## src/rtl/hazard_pkg.sv

```systemverilog
// Shared types and constants for the pipeline hazard/stall controller.
package hazard_pkg;

  typedef enum logic {
    IDLE   = 1'b0,
    MD_RUN = 1'b1
  } md_state_e;

  localparam logic [4:0] REG_ZERO  = 5'd0;
  localparam int         CNT_W_DEF = 32;

endpackage

```

## src/rtl/sat_counter.sv

```systemverilog
// Up-counter that sticks at all-ones; a synchronous clear takes precedence over increment.
module sat_counter #(
  parameter int W = 8
) (
  input  logic         clk,
  input  logic         rst_n,
  input  logic         clr,
  input  logic         inc,
  output logic [W-1:0] q
);

  logic [W-1:0] cnt_q, cnt_d;

  always_comb begin
    cnt_d = cnt_q;
    if (clr) begin
      cnt_d = '0;
    end else if (inc && !(&cnt_q)) begin
      cnt_d = cnt_q + 1'b1;
    end
  end

  always_ff @(posedge clk or negedge rst_n) begin
    if (!rst_n) begin
      cnt_q <= '0;
    end else begin
      cnt_q <= cnt_d;
    end
  end

  assign q = cnt_q;

endmodule

```

## src/rtl/hazard_stall_ctrl.sv

```systemverilog
// Stall/flush generator for PC, F/D and D/X: load-use bubbles, branch squash,
// multi-cycle mult/div sequencing with a watchdog, and saturating perf counters.
module hazard_stall_ctrl
  import hazard_pkg::*;
#(
  parameter int CNT_W  = CNT_W_DEF,
  parameter int MD_MAX = 64
) (
  input  logic             clock,
  input  logic             reset,
  input  logic [4:0]       fd_rs,
  input  logic [4:0]       fd_rt,
  input  logic             fd_uses_rt,
  input  logic             dx_MemRead,
  input  logic [4:0]       dx_regDst,
  input  logic             dx_is_md,
  input  logic             take_branch,
  input  logic             md_ready,
  input  logic             cnt_clr,
  output logic             stall_pc,
  output logic             stall_fd,
  output logic             stall_dx,
  output logic             flush_fd,
  output logic             flush_dx,
  output logic             md_start,
  output logic             md_busy,
  output logic             md_timeout,
  output logic [CNT_W-1:0] stall_count,
  output logic [CNT_W-1:0] flush_count
);

  localparam int               MDC_W   = (MD_MAX > 2) ? $clog2(MD_MAX) : 1;
  localparam logic [MDC_W-1:0] MD_LAST = MDC_W'(MD_MAX - 1);

  md_state_e        state_q, state_d;
  logic [MDC_W-1:0] md_cnt_q, md_cnt_d;
  logic             timeout_q, timeout_d;

  logic lu, md_stall, start_c;
  logic stall_pc_c, stall_fd_c, stall_dx_c, flush_fd_c, flush_dx_c;

  assign lu = dx_MemRead && (dx_regDst != REG_ZERO) &&
              ((dx_regDst == fd_rs) || (fd_uses_rt && (dx_regDst == fd_rt)));

  // Handshake with the multdiv unit: md_start is a one-cycle pulse issued on
  // the IDLE->MD_RUN transition; md_ready is a one-cycle result-valid pulse
  // honoured only in MD_RUN, and the stall releases in that same cycle.
  always_comb begin
    state_d    = state_q;
    md_cnt_d   = md_cnt_q;
    timeout_d  = timeout_q;
    md_stall   = 1'b0;
    start_c    = 1'b0;
    stall_pc_c = 1'b0;
    stall_fd_c = 1'b0;
    stall_dx_c = 1'b0;
    flush_fd_c = 1'b0;
    flush_dx_c = 1'b0;

    case (state_q)
      IDLE: begin
        if (dx_is_md && !take_branch) begin
          state_d  = MD_RUN;
          md_cnt_d = '0;
          start_c  = 1'b1;
          md_stall = 1'b1;
        end
      end
      MD_RUN: begin
        md_cnt_d = md_cnt_q + 1'b1;
        if (md_ready) begin
          state_d = IDLE;
        end else begin
          md_stall = 1'b1;
          if (md_cnt_q == MD_LAST) begin
            state_d   = IDLE;
            timeout_d = 1'b1;
          end
        end
      end
      default: state_d = IDLE;
    endcase

    if (take_branch) begin
      flush_fd_c = 1'b1;
      flush_dx_c = 1'b1;
    end else if (md_stall) begin
      stall_pc_c = 1'b1;
      stall_fd_c = 1'b1;
      stall_dx_c = 1'b1;
    end else if (lu) begin
      stall_pc_c = 1'b1;
      stall_fd_c = 1'b1;
      flush_dx_c = 1'b1;
    end
  end

  always_ff @(posedge clock or negedge reset) begin
    if (!reset) begin
      state_q   <= IDLE;
      md_cnt_q  <= '0;
      timeout_q <= 1'b0;
    end else begin
      state_q   <= state_d;
      md_cnt_q  <= md_cnt_d;
      timeout_q <= timeout_d;
    end
  end

  // Controls are gated so nothing leaks out while reset is held low.
  assign stall_pc   = reset & stall_pc_c;
  assign stall_fd   = reset & stall_fd_c;
  assign stall_dx   = reset & stall_dx_c;
  assign flush_fd   = reset & flush_fd_c;
  assign flush_dx   = reset & flush_dx_c;
  assign md_start   = reset & start_c;
  assign md_busy    = reset & (state_q == MD_RUN);
  assign md_timeout = timeout_q;

  sat_counter #(.W(CNT_W)) u_stall_cnt (
    .clk   (clock),
    .rst_n (reset),
    .clr   (cnt_clr),
    .inc   (stall_pc),
    .q     (stall_count)
  );

  sat_counter #(.W(CNT_W)) u_flush_cnt (
    .clk   (clock),
    .rst_n (reset),
    .clr   (cnt_clr),
    .inc   (take_branch),
    .q     (flush_count)
  );

endmodule

```

## config.mk

```make
export PLATFORM = sky130hd
export DESIGN_NAME = hazard_stall_ctrl
export DESIGN_NICKNAME = d
export VERILOG_FILES = /design/src/rtl/hazard_pkg.sv /design/src/rtl/sat_counter.sv /design/src/rtl/hazard_stall_ctrl.sv
export SDC_FILE = /design/constraint.sdc
export NUM_CORES = 1
export LEC_CHECK = 0
export ABC_AREA = 1
export ABC_CLOCK_PERIOD_IN_PS = 1600
export CORE_MARGIN = 2
export CORE_UTILIZATION = 32
export DETAILED_ROUTE_END_ITERATION = 7
export DONT_BUFFER_PORTS = 1
export GPL_TIMING_DRIVEN = 0
export PLACE_DENSITY_LB_ADDON = 0.25
export SYNTH_ARGS = -nofsm -noshare
export SYNTH_HDL_FRONTEND = slang
export SYNTH_HIERARCHICAL = 1
export SYNTH_SLANG_ARGS = --single-unit
```

## constraint.sdc

```tcl
create_clock -name clock -period 1.6 [get_ports clock]
set_input_delay 0 -clock clock [delete_from_list [all_inputs] [get_ports clock]]
set_output_delay 0 -clock clock [all_outputs]
set_load 0.02 [all_outputs]
```

==> flow_summary.yaml, run 1 <==
clocking:
  clock_tree.buffer_depth: 2
  clkLatencyLatePin_ns: 0.35
  clk_pin_slew_ns: 0.06
  cts_hold_buf: 6
  cts_root_buf: "clkbuf_16"
  numCtsBuffers: 9
  clock-sinks: 72
  htreeDepth: 3
  cts_tree: "yes"
timing:
  tightest_slew_ns: 0.703
  fin_crit_sh_pct: 112
  worst_slack_ns: -0.194
  max_slew_margin_pct: 53.2
  period_needed_ns: 1.79
  hold_violations: 72
  max_freq_ghz: 0.558
  rsz0062_at_grt: "yes"
  skew_ns: 0.0122
  drv_slew: 0
  hold_slack_ns: -0.655
  setup_viol: 64
yosys:
  synthXorXnorAreaFrac_pct: 2.89
  synth-edff-count: 0
  ys_seq_area_share_pct: 35.0
  ys_ff_latch: 72
  synth_commonest_cells: "nand2_1, nor2_1, inv_1"
  avgSynthCellArea_um2: 6.36
  synth_compound_area_share_pct: 4.59
  synth.top_cell.area_share_pct: 35.0
  synth.net_count: 836
  netlist_area_um2: 5150
  synth_top_family_by_area: "simple AND/OR/NAND/NOR gates"
  synth_mux_area_share_pct: 0.194
  synth_cell_types: 33
  post-synth-top-count-cell: "nand2_1"
  synth_flop_cell: "dfrtp_1"
  synth_area_leaders: "dfrtp_1, nand2_1, nor2_1"
  synth_fa_ha_area_share_pct: 0.729
  synthCells: 810
  synth-simple-area-share_pct: 47.5
  yosysWarnings: 6
  synth_area_leader_cell: "dfrtp_1"
  postSynth.asyncResetShare_pct: 100
detailed_routing:
  vias: 5243
  drt-wirelength-per-cell_um: 15.1
  wirelength_um: 16300
  dr.pass1.iters: 5
  dr.first_iter.drc_count: 292
  via_per_inst: 4.85
  ant_nets: 0
  drc: 0
worst_setup_path:
  cp-end-kind: "flip-flop"
  max_stage_delay_ns: 0.50
  cp_max_fo: 5
  cp_slowest_cell: "dfrtp_2"
  cpMostUsedCell: "nand2_4"
  cp-start-kind: "flip-flop"
  critPathBufInv: 2
  crit_required_ns: 1.87
  critPathKind: "reg -> reg"
  crit_arrival_ns: 2.06
  crit_chain: "ha_4 > nand2_4 > nor2_4 > nand2_4 > nor2_8 > nand2_4 > nand2_4 > nand2_8 > clkinv_8 > buf_12 > nand2_4 > nand2_2"
  cp_top_family: "simple AND/OR/NAND/NOR gates"
global_routing:
  grt_max_degree: 76
  grt_first_pass_wirelength_um: 24700
  grt_usage_pct: 18.8
  antenna_found_initial: 0
  grt-ovfl-total: 0
  grt_pass1_vias: 4726
power_and_ir_drop:
  total_leakage_power_nw: 3.11
  power_density_nw_per_um2: 652
  ir_drop_mv: 0.531
status:
  status: "complete, but fails checks"
  violations: "negative hold slack, negative setup slack"
placed_design:
  dp_slack_ns: -0.484
  gp_congestion: 0.865
  hpwl_um: 11000
  io_buffers: 0
  place_inst: 1026
cells_and_area:
  instances_no_fill: 1081
  nets: 886
  antennaDiodeCount: 0
  final_layout_size_suffix_gt1_share_pct: 30.9
  area_growth_pct: 32.8
  nFillCells: 1606
die:
  die_w_um: 131
  core-area_um2: 15800
  dieArea_um2: 17100
  io_pins: 95
  initial_core_util_pct: 32.6
  die_h_um: 131
  fp-row-count: 46
flow_run:
  cap_violations: 0
hold_path:
  hp-class: "in -> async"
==> cell usage in the layout, fill, tap and decap left out, drive strengths merged, types with 3 or more instances in the layout <==
cell type and count:
xnor2 9, nor2 132, nand2 335, inv 82
nand4 17, buf 42, nand3 80, clkbuf 21
xor2 8, dfrtp 72, a21oi 6, o21ai 32
ha 3, clkinv 6, dlygate4sd3 6
==> state kept, by name (all words and copies together), names as in the netlist <==
register	count
md_cnt_q	6
u_stall_cnt/q	32
u_flush_cnt/q	32
md_timeout	1
state_q	1
==> metal layers <==
metal | routed length, um | vias up | track usage [%]
li1 | - | 2650 | -
met1 | 7310 | 2432 | 24.6
met2 | 7610 | 146 | 30.2
met3 | 1150 | 15 | 5.70
met4 | 232 | 0 | 5.26
met5 | 0 | - | 0
==> kinds of logic (layout without fill, tap and decap cells) <==
group / count (synthesis) / in the layout
xor gates and xnor gates: 17 / 17
AOI/OAI and AO/OA: 44 / 44
and+or+nand+nor: 568 / 568
muxes: 1 / 1
adders and majority gates: 3 / 3
buffers and inverters: 105 / 160
DFF: 72 / 72
==> power by group <==
| part | switching [mW] | internal (mW) |
|---|---|---|
| logic | 0.289 | 0.215 |
| registers | 0.0559 | 1.86 |
| clock network | 0.832 | 1.21 |
==> timing repair <==
action / 4_1_cts / 5_1_grt
cloned: 6 / 4
hold endpoints to repair: 88 / 72
gates resized for setup: 123 / 100
setup buffers: 22 / 2
setup endpoints to repair: 65 / 65
pin swaps: 25 / 22
==> worst paths after layout <==
check,from,endpoint,slack [ns],depth (start not counted)
max in group asynchronous,reset,u_stall_cnt/q[4],2.12,0
min in group clock,take_branch,md_cnt_q[4],0.04,4
min,reset,u_flush_cnt/q[20],-0.66,0
min reg2reg,md_cnt_q[4],md_cnt_q[4],0.52,1
max,u_flush_cnt/q[1],u_flush_cnt/q[29],-0.19,12
max reg2reg,u_flush_cnt/q[1],u_flush_cnt/q[29],-0.19,12
==> final cells by class <==
| type | count | area, um2 | area share (%) |
|---|---|---|---|
| plain buffers | 19 | 196 | 2.87 |
| clock buffers | 11 | 233 | 3.40 |
| clock inverters | 5 | 58.8 | 0.859 |
| inverters | 86 | 350 | 5.12 |
| multi-input cells | 633 | 3400 | 49.7 |
| flip-flops and latches | 72 | 1880 | 27.4 |
| well taps | 216 | 270 | 3.95 |
| repair buffers | 39 | 457 | 6.67 |
==> metrics by stage <==
stage	hold slack, ns	power [mW]	cell area, um2	utilization, %	TNS [ns]
after floorplan	-0.296	2.19	5220	-	-0.367
after global placement	-0.294	2.27	5490	34.7	-17.86
after CTS	-0.666	4.46	6430	40.6	-7.10
after global routing	-0.680	4.66	6840	43.2	-15.62
final	-0.655	4.46	6840	43.2	-10.16
after detailed placement	-0.294	2.27	5490	34.7	-17.98
Note: power is estimated with default switching activity, not from simulation.
==> inputs of run 2 (changes only) <==
Settings changed: ABC_CLOCK_PERIOD_IN_PS 1600 to 1900.
Clock period 1.6 ns to 1.9 ns, I/O delays scaled along.
==> run 2 against run 1 <==
Sequential power is 16% lower. Sequential share of layout area is 2.6 points higher. Count of clock-buffer cells in the layout is 2 lower. Design area is 9.7% lower. Via count is 2.7% lower. Critical path type unchanged. Combinational power is 30% lower. Total power is 14% lower. Worst hold slack better by 0.79 ns. The flow now finishes without violations.
==> flow_summary.yaml, run 2 (synthesis gave the netlist of run 1 again) <==
status:
  status: "completed"
worst_setup_path:
  crit_arrival_ns: 2.03
  max_stage_delay_ns: 0.55
  critPathBufInv: 1
  cp_max_fo: 5
  cp_top_family: "simple AND/OR/NAND/NOR gates"
  crit_chain: "nand2_1 > nor2_2 > nand2_4 > nor2_8 > nand2_4 > nand2_4 > nand2_8 > buf_8 > nand3_1 > nand2_1"
  critPathKind: "reg -> reg"
  cp_slowest_cell: "dfrtp_1"
  crit_required_ns: 2.12
  cpMostUsedCell: "nand2_4"
  cp-start-kind: "flip-flop"
  cp-end-kind: "flip-flop"
timing:
  worst_slack_ns: 0.0887
  period_needed_ns: 1.81
  setup_viol: 0
  max_freq_ghz: 0.552
  fin_crit_sh_pct: 95.3
  max_slew_margin_pct: 61.3
  skew_ns: 0.0100
  setup-tns-final_ns: 0
  hold_violations: 0
  hold_slack_ns: 0.138
  drv_slew: 0
  tightest_slew_ns: 0.581
global_routing:
  busiest_layer: "met2"
  antenna_found_initial: 0
  grt-ovfl-total: 0
  gr-usage-met3_pct: 5.50
  met1_usage_pct: 24.1
  grt_pass1_vias: 4583
  grt.met2_usage_pct: 27.5
  grt_first_pass_wirelength_um: 23600
  grt_usage_pct: 17.8
  grt_max_degree: 73
power_and_ir_drop:
  total_leakage_power_nw: 2.77
  power_density_nw_per_um2: 618
  ir_drop_mv: 0.400
  total_power_mw: 3.82
clocking:
  clock_tree.buffer_depth: 2
  clk_pin_slew_ns: 0.07
  cts_root_buf: "clkbuf_16"
  htreeDepth: 3
  numCtsBuffers: 9
  clkLatencyLatePin_ns: 0.34
  clock-sinks: 72
  cts_tree: "yes"
cells_and_area:
  mostFrequentLayoutCell: "nand2_1"
  final_layout_size_suffix_gt1_share_pct: 16.2
  area_growth_pct: 20.0
  regArea_um2: 1860
  antennaDiodeCount: 0
  nets: 868
  mostFrequentLayoutCells: "nand2_1, nor2_1, inv_1"
  multi_input_area_um2: 2980
  nFillCells: 1650
placed_design:
  dp_slack_ns: -0.444
  io_buffers: 0
  gp_congestion: 0.850
  hpwl_um: 10800
die:
  core-area_um2: 15800
  initial_core_util_pct: 32.6
  fp-row-count: 46
  dieArea_um2: 17100
  io_pins: 95
  die_w_um: 131
  die_h_um: 131
flow_run:
  cap_violations: 0
detailed_routing:
  drc: 0
  dr.pass1.iters: 5
  drt-wirelength-per-cell_um: 14.3
  via_per_inst: 4.80
  vias: 5103
  dr.first_iter.drc_count: 370
  ant_nets: 0
  wirelength_um: 15200
hold_path:
  hp-class: "in -> out"
-- run 2: metrics by stage --
stage,instances,utilization (%),cell area (um2)
after CTS,1051,37.2,5890
after floorplan,810,-,5150
final,1063,39.1,6180
after global routing,1063,39.1,6180
after detailed placement,1026,34.3,5420
after global placement,1026,34.3,5420
-- run 2: per-layer routing --
layer / share of wire, % / wire length [um] / up-vias
li1: - / - / 2599
met5: 0 / 0 / -
met2: 45 / 6870 / 155
met4: 1.2 / 176 / 0
met1: 46 / 6980 / 2333
met3: 7.8 / 1190 / 16
-- run 2: worst reg2reg max path: stages, from the launching register on --
cell and delay, ns:
dfrtp_1 0.55, nand2_1 0.14, nor2_2 0.20, nand2_4 0.11
nor2_8 0.15, nand2_4 0.06, nand2_4 0.09, nand2_8 0.09
buf_8 0.15, nand3_1 0.08, nand2_1 0.06
-- run 2: timing repair --
item / CTS / global route
pin swaps: 2 / 6
hold buffers: 8 / 0
hold endpoints to repair: 91 / 0
endpoints found under the setup margin: 64 / 64
buffers inserted: 1 / 9
gates cloned: 0 / 3
resized for setup: 14 / 64
-- run 2: area by class of cell --
class	instances	share of cell area (%)
multi-input cells	633	48.2
flip-flops and latches	72	30.1
inverters	86	5.48
well taps	216	4.37
repair buffers	21	4.01
clock buffers	9	3.64
plain buffers	19	2.67
clock inverters	7	1.54
-- run 2: path summary, 6_finish.rpt --
kind | start | endpoint | slack, ns | cells past startpoint
worst max-delay path | u_flush_cnt/q[7] | u_flush_cnt/q[17] | 0.09 | 10
worst min-delay path | reset | md_busy | 0.14 | 2
worst max register to register | u_flush_cnt/q[7] | u_flush_cnt/q[17] | 0.09 | 10
worst min register to register | md_cnt_q[0] | md_cnt_q[0] | 0.51 | 1
max in group asynchronous | reset | u_stall_cnt/q[7] | 1.35 | 2
min in group asynchronous | reset | u_flush_cnt/q[31] | 0.21 | 2
-- run 2: power by group --
part | total (mW) | leakage [nW] | internal (mW) | switching, mW
clock | 1.86 | 0.156 | 1.15 | 0.705
combinational | 0.352 | 1.69 | 0.127 | 0.225
sequential | 1.61 | 0.924 | 1.57 | 0.0460
==> inputs of run 3 (changes only) <==
Settings changed: HOLD_SLACK_MARGIN set to 0.02, PLACE_DENSITY_LB_ADDON 0.25 to 0.15.
==> run 3 against run 2 <==
Clock power down 17%. Wire length about the same. Final cell count down 0.47%. Non-clock buffer count down 5. Combinational power down 6.0%. Critical path depth up 2. Critical endpoint is now u_flush_cnt/q[31].
==> flow_summary.yaml, run 3 (synthesis gave the netlist of run 1 again) <==
power_and_ir_drop:
  switchingPower_mw: 0.943
  pwr-share-comb_pct: 9.5
  total_leakage_power_nw: 2.69
  p_seq_share_pct: 46.2
  swShare_pct: 27.0
  p_int_mw: 2.56
  power_density_nw_per_um2: 582
  total_power_mw: 3.50
  p_clk_share_pct: 44.4
  ir_drop_mv: 0.414
worst_setup_path:
  crit_arrival_ns: 2.07
  cp-start-kind: "flip-flop"
  cp_max_fo: 10
  worst-r2r-setup-slack_ns: 0.11
  crit_required_ns: 2.18
  critPathKind: "reg -> reg"
  cp-end-kind: "flip-flop"
timing:
  setup_viol: 0
  tightest_slew_ns: 0.616
  max_freq_ghz: 0.559
  skew_ns: 0.0117
  drv_slew: 0
  setup-tns-final_ns: 0
  period_needed_ns: 1.79
  max_slew_margin_pct: 58.9
  hold_violations: 0
  fin_crit_sh_pct: 94.1
  hold_slack_ns: 0.116
flow_run:
  cap_violations: 0
global_routing:
  grt_usage_pct: 18.5
  grt-ovfl-total: 0
  grt_max_degree: 73
  grt_pass1_vias: 4601
  antenna_found_initial: 0
  grt_first_pass_wirelength_um: 24200
clocking:
  clock_tree.buffer_depth: 2
  cts_tree: "yes"
  cts_root_buf: "clkbuf_16"
  clkLatencyLatePin_ns: 0.34
  numCtsBuffers: 9
  clk_pin_slew_ns: 0.06
  htreeDepth: 3
  clock-sinks: 72
placed_design:
  gp_congestion: 0.845
  hpwl_um: 11200
  io_buffers: 0
detailed_routing:
  dr.first_iter.drc_count: 241
  dr.pass1.iters: 5
  ant_nets: 0
  drc: 0
  vias: 4970
  via_per_inst: 4.70
  wirelength_um: 15200
  drt-wirelength-per-cell_um: 14.4
die:
  die_w_um: 131
  fp-row-count: 46
  core-area_um2: 15800
  initial_core_util_pct: 32.6
  io_pins: 95
  die_h_um: 131
  dieArea_um2: 17100
cells_and_area:
  mostFrequentLayoutCells: "nand2_1, nor2_1, inv_1"
  area_growth_pct: 16.6
  mostFrequentLayoutCell: "nand2_1"
  antennaDiodeCount: 0
  nets: 863
  nFillCells: 1753
  final_layout_size_suffix_gt1_share_pct: 15.1
hold_path:
  hp-class: "in -> reg"
status:
  status: "completed"
==> run 3: per-layer routing <==
layer / vias up / global-route usage [%] / wire length (um)
met2: 104 / 29.5 / 6820
li1: 2593 / - / -
met3: 14 / 6.07 / 1080
met1: 2259 / 24.2 / 7170
met5: - / 0 / 0
met4: 0 / 5.13 / 154
==> run 3: power by group through the flow <==
stage | Sequential, mW | Combinational [mW] | Clock [mW]
final | 1.62 | 0.331 | 1.55
after CTS | 1.61 | 0.334 | 1.63
after global placement | 1.64 | 0.265 | 0
after floorplan | 1.63 | 0.205 | 0
after global routing | 1.62 | 0.378 | 1.70
after detailed placement | 1.64 | 0.269 | 0
==> run 3: cell type report <==
class | instances | area (um2) | share of cell area (%)
multi-input combinational | 633 | 2980 | 49.6
inverter | 86 | 328 | 5.45
tap | 216 | 270 | 4.50
buffer | 19 | 158 | 2.62
sequential | 72 | 1860 | 30.9
clock buffer | 10 | 229 | 3.81
timing repair buffer | 16 | 155 | 2.58
clock inverter | 6 | 36.3 | 0.604
==> run 3: worst paths after layout <==
check / startpoint / to / depth (start not counted)
hold / removal: cnt_clr / u_flush_cnt/q[19] / 3
setup / recovery: u_flush_cnt/q[0] / u_flush_cnt/q[31] / 12
max in group asynchronous: reset / u_stall_cnt/q[13] / 2
min in group asynchronous: reset / u_flush_cnt/q[29] / 2
hold reg to reg: md_cnt_q[0] / md_cnt_q[0] / 1
setup reg to reg: u_flush_cnt/q[0] / u_flush_cnt/q[31] / 12
==> run 3: critical path: stages, from the launching register on <==
cell and delay (ns):
dfrtp_2 0.48, ha_4 0.17, nand2_1 0.08, nor2_4 0.16, nand2_4 0.12, nor2_8 0.14
nand2_2 0.08, nand2_4 0.08, nand2_4 0.06, clkinv_2 0.08, buf_8 0.14, nand2_1 0.06
nand2_1 0.07
==> run 3: per-stage QoR <==
stage                     instance area, um2  instances  util [%]  setup WS [ns]
after detailed placement                5420       1026      34.3         -0.530
after global placement                  5420       1026      34.3         -0.493
after CTS                               5870       1054      37.1        0.00185
after global routing                    6010       1058      38.0        -0.0182
after floorplan                         5150        810         -          0.137
final                                   6010       1058      38.0          0.112
==> run 3: repair_timing <==
item                                   in CTS  in global routing
resized for setup                          20                 48
cloned                                      0                  0
setup endpoints to repair                  65                 63
pin swaps                                   4                  5
hold buffers                                7                  0
endpoints found under the hold margin      94                  0
setup buffers                               5                  4
